[src/rtl/bsk_prm_pkg.sv]
// Shared constants, enums and word helpers for the BskPRM host-side bus sequencer.
package bsk_prm_pkg;

    localparam logic [1:0]  REG_COM_LO  = 2'b00;
    localparam logic [1:0]  REG_COM_HI  = 2'b01;
    localparam logic [1:0]  REG_IND     = 2'b10;
    localparam logic [1:0]  REG_CTRL    = 2'b11;
    localparam logic [15:0] UNLOCK_WORD = 16'h00E1;

    typedef enum logic [2:0] {
        ST_IDLE   = 3'd0,
        ST_SETUP  = 3'd1,
        ST_STROBE = 3'd2,
        ST_HOLD   = 3'd3,
        ST_GAP    = 3'd4
    } cyc_state_e;

    typedef enum logic [2:0] {
        STEP_UNLOCK = 3'd0,
        STEP_COM_LO = 3'd1,
        STEP_COM_HI = 3'd2,
        STEP_IND    = 3'd3,
        STEP_RD_COM = 3'd4,
        STEP_RD_ID  = 3'd5
    } step_e;

    // The board rejects command bytes that are not sent alongside their complement.
    function automatic logic [15:0] com_word(input logic [7:0] cmd_byte);
        return {~cmd_byte, cmd_byte};
    endfunction

    function automatic logic id_ok(input logic [15:0] word,
                                   input logic [7:0]  password,
                                   input logic [5:0]  version);
        return (word[15:8] == password) && (word[7:2] == version) && (word[1:0] == 2'b11);
    endfunction

endpackage

[src/rtl/bsk_prm_host_seq_if.sv]
// Board-side parallel bus of one BskPRM relay-command board.
interface bsk_prm_host_seq_if;
    logic [3:0]  oCS;
    logic [1:0]  oA;
    logic        oRd;
    logic        oWr;
    logic [15:0] oD;
    logic        oDOe;
    logic [15:0] iD;

    modport master (output oCS, oA, oRd, oWr, oD, oDOe, input iD);
    modport slave  (input oCS, oA, oRd, oWr, oD, oDOe, output iD);
endinterface

[src/rtl/bsk_prm_bus_cycle.sv]
// One timed read or write cycle on the board bus; a request seen in GAP chains
// straight into the next SETUP so back-to-back cycles leave a single idle clock.
module bsk_prm_bus_cycle
    import bsk_prm_pkg::*;
#(
    parameter logic [3:0]  CS       = 4'b0111,
    parameter int unsigned T_SETUP  = 32'd2,
    parameter int unsigned T_STROBE = 32'd4,
    parameter int unsigned T_HOLD   = 32'd2
) (
    input  logic                      clk,
    input  logic                      rst_n,
    input  logic                      req_i,
    input  logic                      we_i,
    input  logic [1:0]                addr_i,
    input  logic [15:0]               wdata_i,
    output logic                      gap_o,
    output logic [15:0]               rdata_o,
    bsk_prm_host_seq_if.master        bus
);

    cyc_state_e  state_q, state_d;
    logic [7:0]  cnt_q, cnt_d;
    logic [3:0]  cs_q, cs_d;
    logic [1:0]  a_q, a_d;
    logic        rd_q, rd_d;
    logic        wr_q, wr_d;
    logic [15:0] d_q, d_d;
    logic        doe_q, doe_d;
    logic        we_q, we_d;
    logic [15:0] rdata_q, rdata_d;

    // Cycle state and bus pin registers; reset releases the strobes without a clock.
    always_ff @(posedge clk or negedge rst_n) begin
        if (!rst_n) begin
            state_q <= ST_IDLE;
            cnt_q   <= 8'd0;
            cs_q    <= ~CS;
            a_q     <= 2'b00;
            rd_q    <= 1'b1;
            wr_q    <= 1'b1;
            d_q     <= 16'h0000;
            doe_q   <= 1'b0;
            we_q    <= 1'b0;
            rdata_q <= 16'h0000;
        end else begin
            state_q <= state_d;
            cnt_q   <= cnt_d;
            cs_q    <= cs_d;
            a_q     <= a_d;
            rd_q    <= rd_d;
            wr_q    <= wr_d;
            d_q     <= d_d;
            doe_q   <= doe_d;
            we_q    <= we_d;
            rdata_q <= rdata_d;
        end
    end

    // Next-state and next-pin logic for the SETUP/STROBE/HOLD/GAP cycle.
    always_comb begin
        state_d = state_q;
        cnt_d   = cnt_q;
        cs_d    = cs_q;
        a_d     = a_q;
        rd_d    = rd_q;
        wr_d    = wr_q;
        d_d     = d_q;
        doe_d   = doe_q;
        we_d    = we_q;
        rdata_d = rdata_q;
        case (state_q)
            ST_IDLE, ST_GAP: begin
                if (req_i) begin
                    state_d = ST_SETUP;
                    cnt_d   = 8'(T_SETUP - 32'd1);
                    cs_d    = CS;
                    a_d     = addr_i;
                    d_d     = wdata_i;
                    doe_d   = we_i;
                    we_d    = we_i;
                end else begin
                    state_d = ST_IDLE;
                    cs_d    = ~CS;
                    doe_d   = 1'b0;
                end
            end
            ST_SETUP: begin
                if (cnt_q == 8'd0) begin
                    state_d = ST_STROBE;
                    cnt_d   = 8'(T_STROBE - 32'd1);
                    rd_d    = we_q;
                    wr_d    = ~we_q;
                end else begin
                    cnt_d   = cnt_q - 8'd1;
                end
            end
            ST_STROBE: begin
                if (cnt_q == 8'd0) begin
                    state_d = ST_HOLD;
                    cnt_d   = 8'(T_HOLD - 32'd1);
                    rd_d    = 1'b1;
                    wr_d    = 1'b1;
                    if (!we_q) begin
                        rdata_d = bus.iD;
                    end else begin
                        rdata_d = rdata_q;
                    end
                end else begin
                    cnt_d   = cnt_q - 8'd1;
                end
            end
            ST_HOLD: begin
                if (cnt_q == 8'd0) begin
                    state_d = ST_GAP;
                    cs_d    = ~CS;
                    doe_d   = 1'b0;
                end else begin
                    cnt_d   = cnt_q - 8'd1;
                end
            end
            default: begin
                state_d = ST_IDLE;
                cs_d    = ~CS;
                rd_d    = 1'b1;
                wr_d    = 1'b1;
                doe_d   = 1'b0;
            end
        endcase
    end

    assign gap_o    = (state_q == ST_GAP);
    assign rdata_o  = rdata_q;
    assign bus.oCS  = cs_q;
    assign bus.oA   = a_q;
    assign bus.oRd  = rd_q;
    assign bus.oWr  = wr_q;
    assign bus.oD   = d_q;
    assign bus.oDOe = doe_q;

endmodule

[src/rtl/bsk_prm_host_seq.sv]
// Host-side sequencer: runs unlock, command, indication, readback and identity
// cycles on request or on an idle refresh timeout.
module bsk_prm_host_seq
    import bsk_prm_pkg::*;
#(
    parameter logic [3:0]  CS          = 4'b0111,
    parameter logic [7:0]  PASSWORD    = 8'hA6,
    parameter logic [5:0]  VERSION     = 6'h24,
    parameter int unsigned T_SETUP     = 32'd2,
    parameter int unsigned T_STROBE    = 32'd4,
    parameter int unsigned T_HOLD      = 32'd2,
    parameter logic [31:0] REFRESH_CYC = 32'd50000
) (
    input  logic               iClk,
    input  logic               iRes,
    input  logic [15:0]        iCmd,
    input  logic [15:0]        iInd,
    input  logic               iStart,
    output logic               oBusy,
    output logic               oDone,
    output logic               oFault,
    output logic [15:0]        oComT,
    bsk_prm_host_seq_if.master bus
);

    logic        busy_q, busy_d;
    logic        done_q, done_d;
    logic        fault_q, fault_d;
    logic [15:0] comt_q, comt_d;
    step_e       step_q, step_d;
    logic [15:0] cmd_q, cmd_d;
    logic [15:0] ind_q, ind_d;
    logic [31:0] rtmr_q, rtmr_d;

    step_e       nxt_step_s;
    logic        cyc_req_s;
    logic        cyc_we_s;
    logic [1:0]  cyc_addr_s;
    logic [15:0] cyc_wdata_s;
    logic        cyc_gap_s;
    logic [15:0] cyc_rdata_s;
    logic [32:0] rtmr_inc_s;
    logic        expire_s;
    logic        start_s;

    // The idle clock being counted now is included, so a run begins after exactly REFRESH_CYC idle clocks.
    assign rtmr_inc_s = {1'b0, rtmr_q} + 33'd1;
    assign expire_s   = (REFRESH_CYC != 32'd0) && (rtmr_inc_s >= {1'b0, REFRESH_CYC});
    assign start_s    = ~busy_q & (iStart | expire_s);

    // Sequencer, latch and status registers.
    always_ff @(posedge iClk or negedge iRes) begin
        if (!iRes) begin
            busy_q  <= 1'b0;
            done_q  <= 1'b0;
            fault_q <= 1'b0;
            comt_q  <= 16'h0000;
            step_q  <= STEP_UNLOCK;
            cmd_q   <= 16'h0000;
            ind_q   <= 16'h0000;
            rtmr_q  <= 32'd0;
        end else begin
            busy_q  <= busy_d;
            done_q  <= done_d;
            fault_q <= fault_d;
            comt_q  <= comt_d;
            step_q  <= step_d;
            cmd_q   <= cmd_d;
            ind_q   <= ind_d;
            rtmr_q  <= rtmr_d;
        end
    end

    // Step sequencing, refresh timer and readback handling.
    always_comb begin
        busy_d     = busy_q;
        done_d     = 1'b0;
        fault_d    = fault_q;
        comt_d     = comt_q;
        step_d     = step_q;
        cmd_d      = cmd_q;
        ind_d      = ind_q;
        rtmr_d     = rtmr_q;
        cyc_req_s  = 1'b0;
        nxt_step_s = step_q;
        if (!busy_q) begin
            if (start_s) begin
                busy_d     = 1'b1;
                step_d     = STEP_UNLOCK;
                cmd_d      = iCmd;
                ind_d      = iInd;
                rtmr_d     = 32'd0;
                cyc_req_s  = 1'b1;
                nxt_step_s = STEP_UNLOCK;
            end else if (REFRESH_CYC == 32'd0) begin
                rtmr_d = 32'd0;
            end else if (rtmr_q < REFRESH_CYC) begin
                rtmr_d = rtmr_q + 32'd1;
            end else begin
                rtmr_d = rtmr_q;
            end
        end else if (cyc_gap_s) begin
            if (step_q == STEP_RD_COM) begin
                comt_d = cyc_rdata_s;
            end else begin
                comt_d = comt_q;
            end
            if (step_q == STEP_RD_ID) begin
                fault_d = ~id_ok(cyc_rdata_s, PASSWORD, VERSION);
                busy_d  = 1'b0;
                done_d  = 1'b1;
            end else begin
                step_d     = step_e'(step_q + 3'd1);
                cyc_req_s  = 1'b1;
                nxt_step_s = step_e'(step_q + 3'd1);
            end
        end else begin
            busy_d = busy_q;
        end
    end

    // Address, direction and write data of the cycle about to be launched.
    always_comb begin
        cyc_we_s    = 1'b0;
        cyc_addr_s  = REG_COM_LO;
        cyc_wdata_s = 16'h0000;
        case (nxt_step_s)
            STEP_UNLOCK: begin
                cyc_we_s    = 1'b1;
                cyc_addr_s  = REG_CTRL;
                cyc_wdata_s = UNLOCK_WORD;
            end
            STEP_COM_LO: begin
                cyc_we_s    = 1'b1;
                cyc_addr_s  = REG_COM_LO;
                cyc_wdata_s = com_word(cmd_q[7:0]);
            end
            STEP_COM_HI: begin
                cyc_we_s    = 1'b1;
                cyc_addr_s  = REG_COM_HI;
                cyc_wdata_s = com_word(cmd_q[15:8]);
            end
            STEP_IND: begin
                cyc_we_s    = 1'b1;
                cyc_addr_s  = REG_IND;
                cyc_wdata_s = ind_q;
            end
            STEP_RD_COM: begin
                cyc_we_s    = 1'b0;
                cyc_addr_s  = REG_COM_LO;
                cyc_wdata_s = 16'h0000;
            end
            STEP_RD_ID: begin
                cyc_we_s    = 1'b0;
                cyc_addr_s  = REG_CTRL;
                cyc_wdata_s = 16'h0000;
            end
            default: begin
                cyc_we_s    = 1'b0;
                cyc_addr_s  = REG_COM_LO;
                cyc_wdata_s = 16'h0000;
            end
        endcase
    end

    bsk_prm_bus_cycle #(
        .CS       (CS),
        .T_SETUP  (T_SETUP),
        .T_STROBE (T_STROBE),
        .T_HOLD   (T_HOLD)
    ) u_cycle (
        .clk     (iClk),
        .rst_n   (iRes),
        .req_i   (cyc_req_s),
        .we_i    (cyc_we_s),
        .addr_i  (cyc_addr_s),
        .wdata_i (cyc_wdata_s),
        .gap_o   (cyc_gap_s),
        .rdata_o (cyc_rdata_s),
        .bus     (bus)
    );

    assign oBusy  = busy_q;
    assign oDone  = done_q;
    assign oFault = fault_q;
    assign oComT  = comt_q;

endmodule
[src/flat_wrapper.sv]
// flat-port wrapper written by rule: the top's interface ports become plain ports
module bsk_prm_host_seq_flat import bsk_prm_pkg::*;
#(
    parameter logic [3:0]  CS          = 4'b0111,
    parameter logic [7:0]  PASSWORD    = 8'hA6,
    parameter logic [5:0]  VERSION     = 6'h24,
    parameter int unsigned T_SETUP     = 32'd2,
    parameter int unsigned T_STROBE    = 32'd4,
    parameter int unsigned T_HOLD      = 32'd2,
    parameter logic [31:0] REFRESH_CYC = 32'd50000
)
  (iClk, iRes, iCmd, iInd, iStart, oBusy, oDone, oFault, oComT, bus_oCS, bus_oA, bus_oRd, bus_oWr, bus_oD, bus_oDOe, bus_iD);
  bsk_prm_host_seq_if bus_i ();
  input  logic iClk;
  input  logic iRes;
  input  logic [15:0] iCmd;
  input  logic [15:0] iInd;
  input  logic iStart;
  output logic oBusy;
  output logic oDone;
  output logic oFault;
  output logic [15:0] oComT;
  output wire logic [$bits(bus_i.oCS)-1:0] bus_oCS;
  output wire logic [$bits(bus_i.oA)-1:0] bus_oA;
  output wire logic [$bits(bus_i.oRd)-1:0] bus_oRd;
  output wire logic [$bits(bus_i.oWr)-1:0] bus_oWr;
  output wire logic [$bits(bus_i.oD)-1:0] bus_oD;
  output wire logic [$bits(bus_i.oDOe)-1:0] bus_oDOe;
  input wire logic [$bits(bus_i.iD)-1:0] bus_iD;
  assign bus_oCS = bus_i.oCS;
  assign bus_oA = bus_i.oA;
  assign bus_oRd = bus_i.oRd;
  assign bus_oWr = bus_i.oWr;
  assign bus_oD = bus_i.oD;
  assign bus_oDOe = bus_i.oDOe;
  assign bus_i.iD = bus_iD;
  bsk_prm_host_seq #(.CS(CS), .PASSWORD(PASSWORD), .VERSION(VERSION), .T_SETUP(T_SETUP), .T_STROBE(T_STROBE), .T_HOLD(T_HOLD), .REFRESH_CYC(REFRESH_CYC)) u_core (.iClk(iClk), .iRes(iRes), .iCmd(iCmd), .iInd(iInd), .iStart(iStart), .oBusy(oBusy), .oDone(oDone), .oFault(oFault), .oComT(oComT), .bus(bus_i));
endmodule
[config.mk]
export PLATFORM = sky130hd
export DESIGN_NAME = bsk_prm_host_seq_flat
export DESIGN_NICKNAME = d
export VERILOG_FILES = /design/src/rtl/bsk_prm_pkg.sv /design/src/rtl/bsk_prm_host_seq_if.sv /design/src/rtl/bsk_prm_bus_cycle.sv /design/src/rtl/bsk_prm_host_seq.sv /design/src/flat_wrapper.sv
export SDC_FILE = /design/constraint.sdc
export NUM_CORES = 1
export LEC_CHECK = 0
export BUFFER_PORTS_ARGS = -buffer_cell sky130_fd_sc_hd__buf_2
export CAP_MARGIN = 20
export CORE_MARGIN = 10
export CORE_UTILIZATION = 64
export CTS_BUF_LIST = sky130_fd_sc_hd__clkbuf_2
export DETAILED_ROUTE_END_ITERATION = 6
export PLACE_DENSITY = 0.93
export SETUP_SLACK_MARGIN = 0.4
export SLEW_MARGIN = 10
export SYNTH_ARGS = -nofsm -noshare
export SYNTH_HDL_FRONTEND = slang
export SYNTH_SLANG_ARGS = --single-unit
[constraint.sdc]
create_clock -name iClk -period 5.2 [get_ports iClk]
set_clock_uncertainty 0.15 [all_clocks]
set_input_delay 0.26 -clock iClk [delete_from_list [all_inputs] [get_ports iClk]]
set_output_delay 0.26 -clock iClk [all_outputs]
set_load 0.005 [all_outputs]
==> run metrics <==
iteration count of the initial detailed-routing pass 6; largest net degree at the start of global routing 60; Final min period 4.530 ns; Syn Area/Cell 10.66 um^2; clock network fraction of total power 33.4%; final setup violating endpoints 0; commonest non-fill, non-tap cells in the layout dfrtp_1 (134), buf_2 (93), dlygate4sd3_1 (50); Top cell by count, worst path nand4_1; global route overflow 0; Comb pwr share 5.3%; Period Utilization, post-route 87.11%; Crit Path Class register to register; io pins 95; worst reg2reg path depth 8; max_cap viols 0; CP max stage delay 0.73 ns; DP HPWL 12,380 um; pwr/cell area 219.1 mW/mm^2; Port Buf Inserts 94; global-route wire length before repair 34,400 um; CP Cell Sequence nand4_1 > or4_1 > nor4_1 > mux2i_1 > nand4_1 > a2111oi_4 > a311o_2 > mux2_2; crit end category register; Final Max Tran Viols 0; top-area cell type share of the netlist area 48.62%; synth warn 0; Psw 486.7 uW; VDD IR max 239.1 uV; Longest Clk Path Bufs 2; share of cells above drive strength 1 23.22%; Die Wd 123.8 um; maximum clock frequency 220.8 MHz; Cell Area, Synth 0.006897 mm^2; DR iter-0 viols 931; worst slew pin tran 1.130 ns; Area Overhead vs Synth 17.89%; P_leak 3.627 nW; Floorplan Core Area 0.01042 mm^2; dpl ws 0.9260 ns; Starting Density 66.21%; CTS Root Cell clkbuf_2; fillers 604; Final GP Congestion 0.9408; Arrival @ worst endpoint 5.07 ns; Final ANT Viol Nets 0; GRT met3 Usage 10.00%; row count 37; Worst Hold Class primary input to register; Synth Flop Type dfrtp_1; Area after DPL 0.007392 mm^2; Final Hold Viols 0; Switching Fraction 27.33%; Rel. slew slack 24.41%; setup_tns 0 ns; commonest non-fill, non-tap cell in the layout dfrtp_1; H-tree levels 4; met1 Use GR 33.77%; Post-Route WL 22,060 um; Finished Layout Cells 927; hold depth 3; critical path peak fanout 23; Overall Power 1.781 mW; nets 835; Worst-Skew Late Latency 0.80 ns; vias in the first global route 6,350; CP required 5.74 ns; drt via density 6.742; Final Core Density 78.05%; RR Startpoint u_core.rtmr_q[0]; CP Launch Type register; wire per inst 23.80 um; sequential share of the synthesized area 49.76%; Reg2Reg Setup Slack 0.67 ns; Power Internal 1.294 mW; start point of the critical path u_core.rtmr_q[0]; run status complete, no violations; Flop pwr share 61.3%; Mapped Cells 647; die area 0.01533 mm^2; clk slew on worst S/H paths 0.26 ns; hold path endpoint u_core.ind_q[15]; cell taking the most area after synthesis dfrtp_1; hold_sp iInd[15]; Setup Fix Bufs, Post-CTS 0; Worst path slowest cell a2111oi_4; DRC Markers 0; hold slack 0.03628 ns; Post-synth EDFFs 0; TritonCTS clock tree yes; vias 6,250; reg2reg end u_core.u_cycle.bus.oD[6]; All-Layer GR Usage 28.91%; largest cells by area after synthesis dfrtp_1 (49%), mux2_2 (6.5%), mux2_1 (5.4%); count of different cell masters after synthesis 70; placed cells 842; Top Usage Layer GRT met2; Num Clock Sinks 137; CTS buffer count 17; initial antenna violation count 2; RSZ-0062 raised after global routing no; syn_nets 705; ys async rst share 100.0%; final std cell area, no fill 0.008130 mm^2; final worst slack 0.6701 ns; post-synthesis register bit count 137; grt met2 use 46.03%; Die Y 123.8 um
-- power groups by stage --
stage | Clock (mW) | Sequential, mW | Combinational, mW
3_5_place_dp | 0 | 1.11 | 0.0569
3_3_place_gp | 0 | 1.11 | 0.0532
5_1_grt | 0.633 | 1.09 | 0.102
4_1_cts | 0.569 | 1.09 | 0.0889
6_report | 0.595 | 1.09 | 0.0944
2_1_floorplan | 0 | 1.10 | 0.0130
-- cells by family after synthesis --
logic type | Yosys count | share of synthesized area (%)
and+or+nand+nor | 206 | 16.04
AOI/OAI and AO/OA | 147 | 14.97
DFF | 137 | 49.76
muxes | 75 | 12.21
buffers and inverters | 62 | 4.100
xor gates and xnor gates | 13 | 1.651
adders and majority gates | 7 | 1.270
-- worst max-delay path by stage --
stage	endpoint	cells past startpoint	slack [ns]
final	u_core.u_cycle.bus.oD[6]	8	0.67
after global routing	u_core.u_cycle.bus.oD[6]	8	0.50
after floorplan	u_core.u_cycle.we_q	11	1.70
after global placement	u_core.u_cycle.bus.oD[7]	8	1.14
after CTS	u_core.u_cycle.bus.oD[5]	8	0.90
after detailed placement	u_core.u_cycle.bus.oD[5]	8	0.93
-- layout make-up --
class / count / area [um^2] / share of cell area, %
inverter: 21 / 78.83 / 0.9695
sequential: 137 / 3432 / 42.21
antenna: 3 / 7.507 / 0.09234
timing repair buffer: 152 / 1062 / 13.07
multi-input combinational: 448 / 3189 / 39.23
tap: 136 / 170.2 / 2.093
clock buffer: 17 / 85.08 / 1.046
clock inverter: 13 / 105.1 / 1.293
-- timing repair --
| item | CTS | global route |
|---|---|---|
| hold buffers | 51 | 0 |
| hold endpoints to repair | 137 | 0 |
| resized for setup | 0 | 0 |
-- cells in the mapped netlist, types with 10 or more instances --
| master | n |
|---|---|
| nand2_1 | 31 |
| inv_1 | 20 |
| a21oi_1 | 33 |
| dfrtp_1 | 134 |
| clkbuf_1 | 28 |
| o21ai_1 | 14 |
| nor2_1 | 48 |
| o211ai_1 | 10 |
| nand3_1 | 21 |
| nor3_1 | 22 |
| mux2_1 | 33 |
| nand4_1 | 14 |
| mux2_2 | 40 |
| o21ai_0 | 12 |
| o2bb2ai_1 | 12 |
| nor2b_1 | 20 |
-- flip-flops by register name, indices dropped and copies added (netlist names), 2 cells and up --
name and count:
u_core.ind_q 16, u_core.u_cycle.bus.oD 16, u_core.u_cycle.cnt_q 8, u_core.cmd_q 16, u_core.u_cycle.bus.oCS 2, u_core.step_q 3, u_core.u_cycle.rdata_o 16, u_core.u_cycle.bus.oA 2
u_core.u_cycle.state_q 3, u_core.rtmr_q 32, u_core.oComT 16
-- routing by layer --
layer / up-vias / routed length, um
met3: 116 / 2258
met5: - / 0
met2: 471 / 10730
met4: 0 / 1275
li1: 2673 / -
met1: 2990 / 7796
-- worst max-delay path, delay by kind of cell, from the launching register on --
| kind | cells | cell delay, ns |
|---|---|---|
| AOI/OAI and AO/OA | 2 | 1.40 |
| DFF | 1 | 0.59 |
| muxes | 2 | 0.72 |
| and+or+nand+nor | 4 | 1.58 |
(Power assumes the default switching activity.)
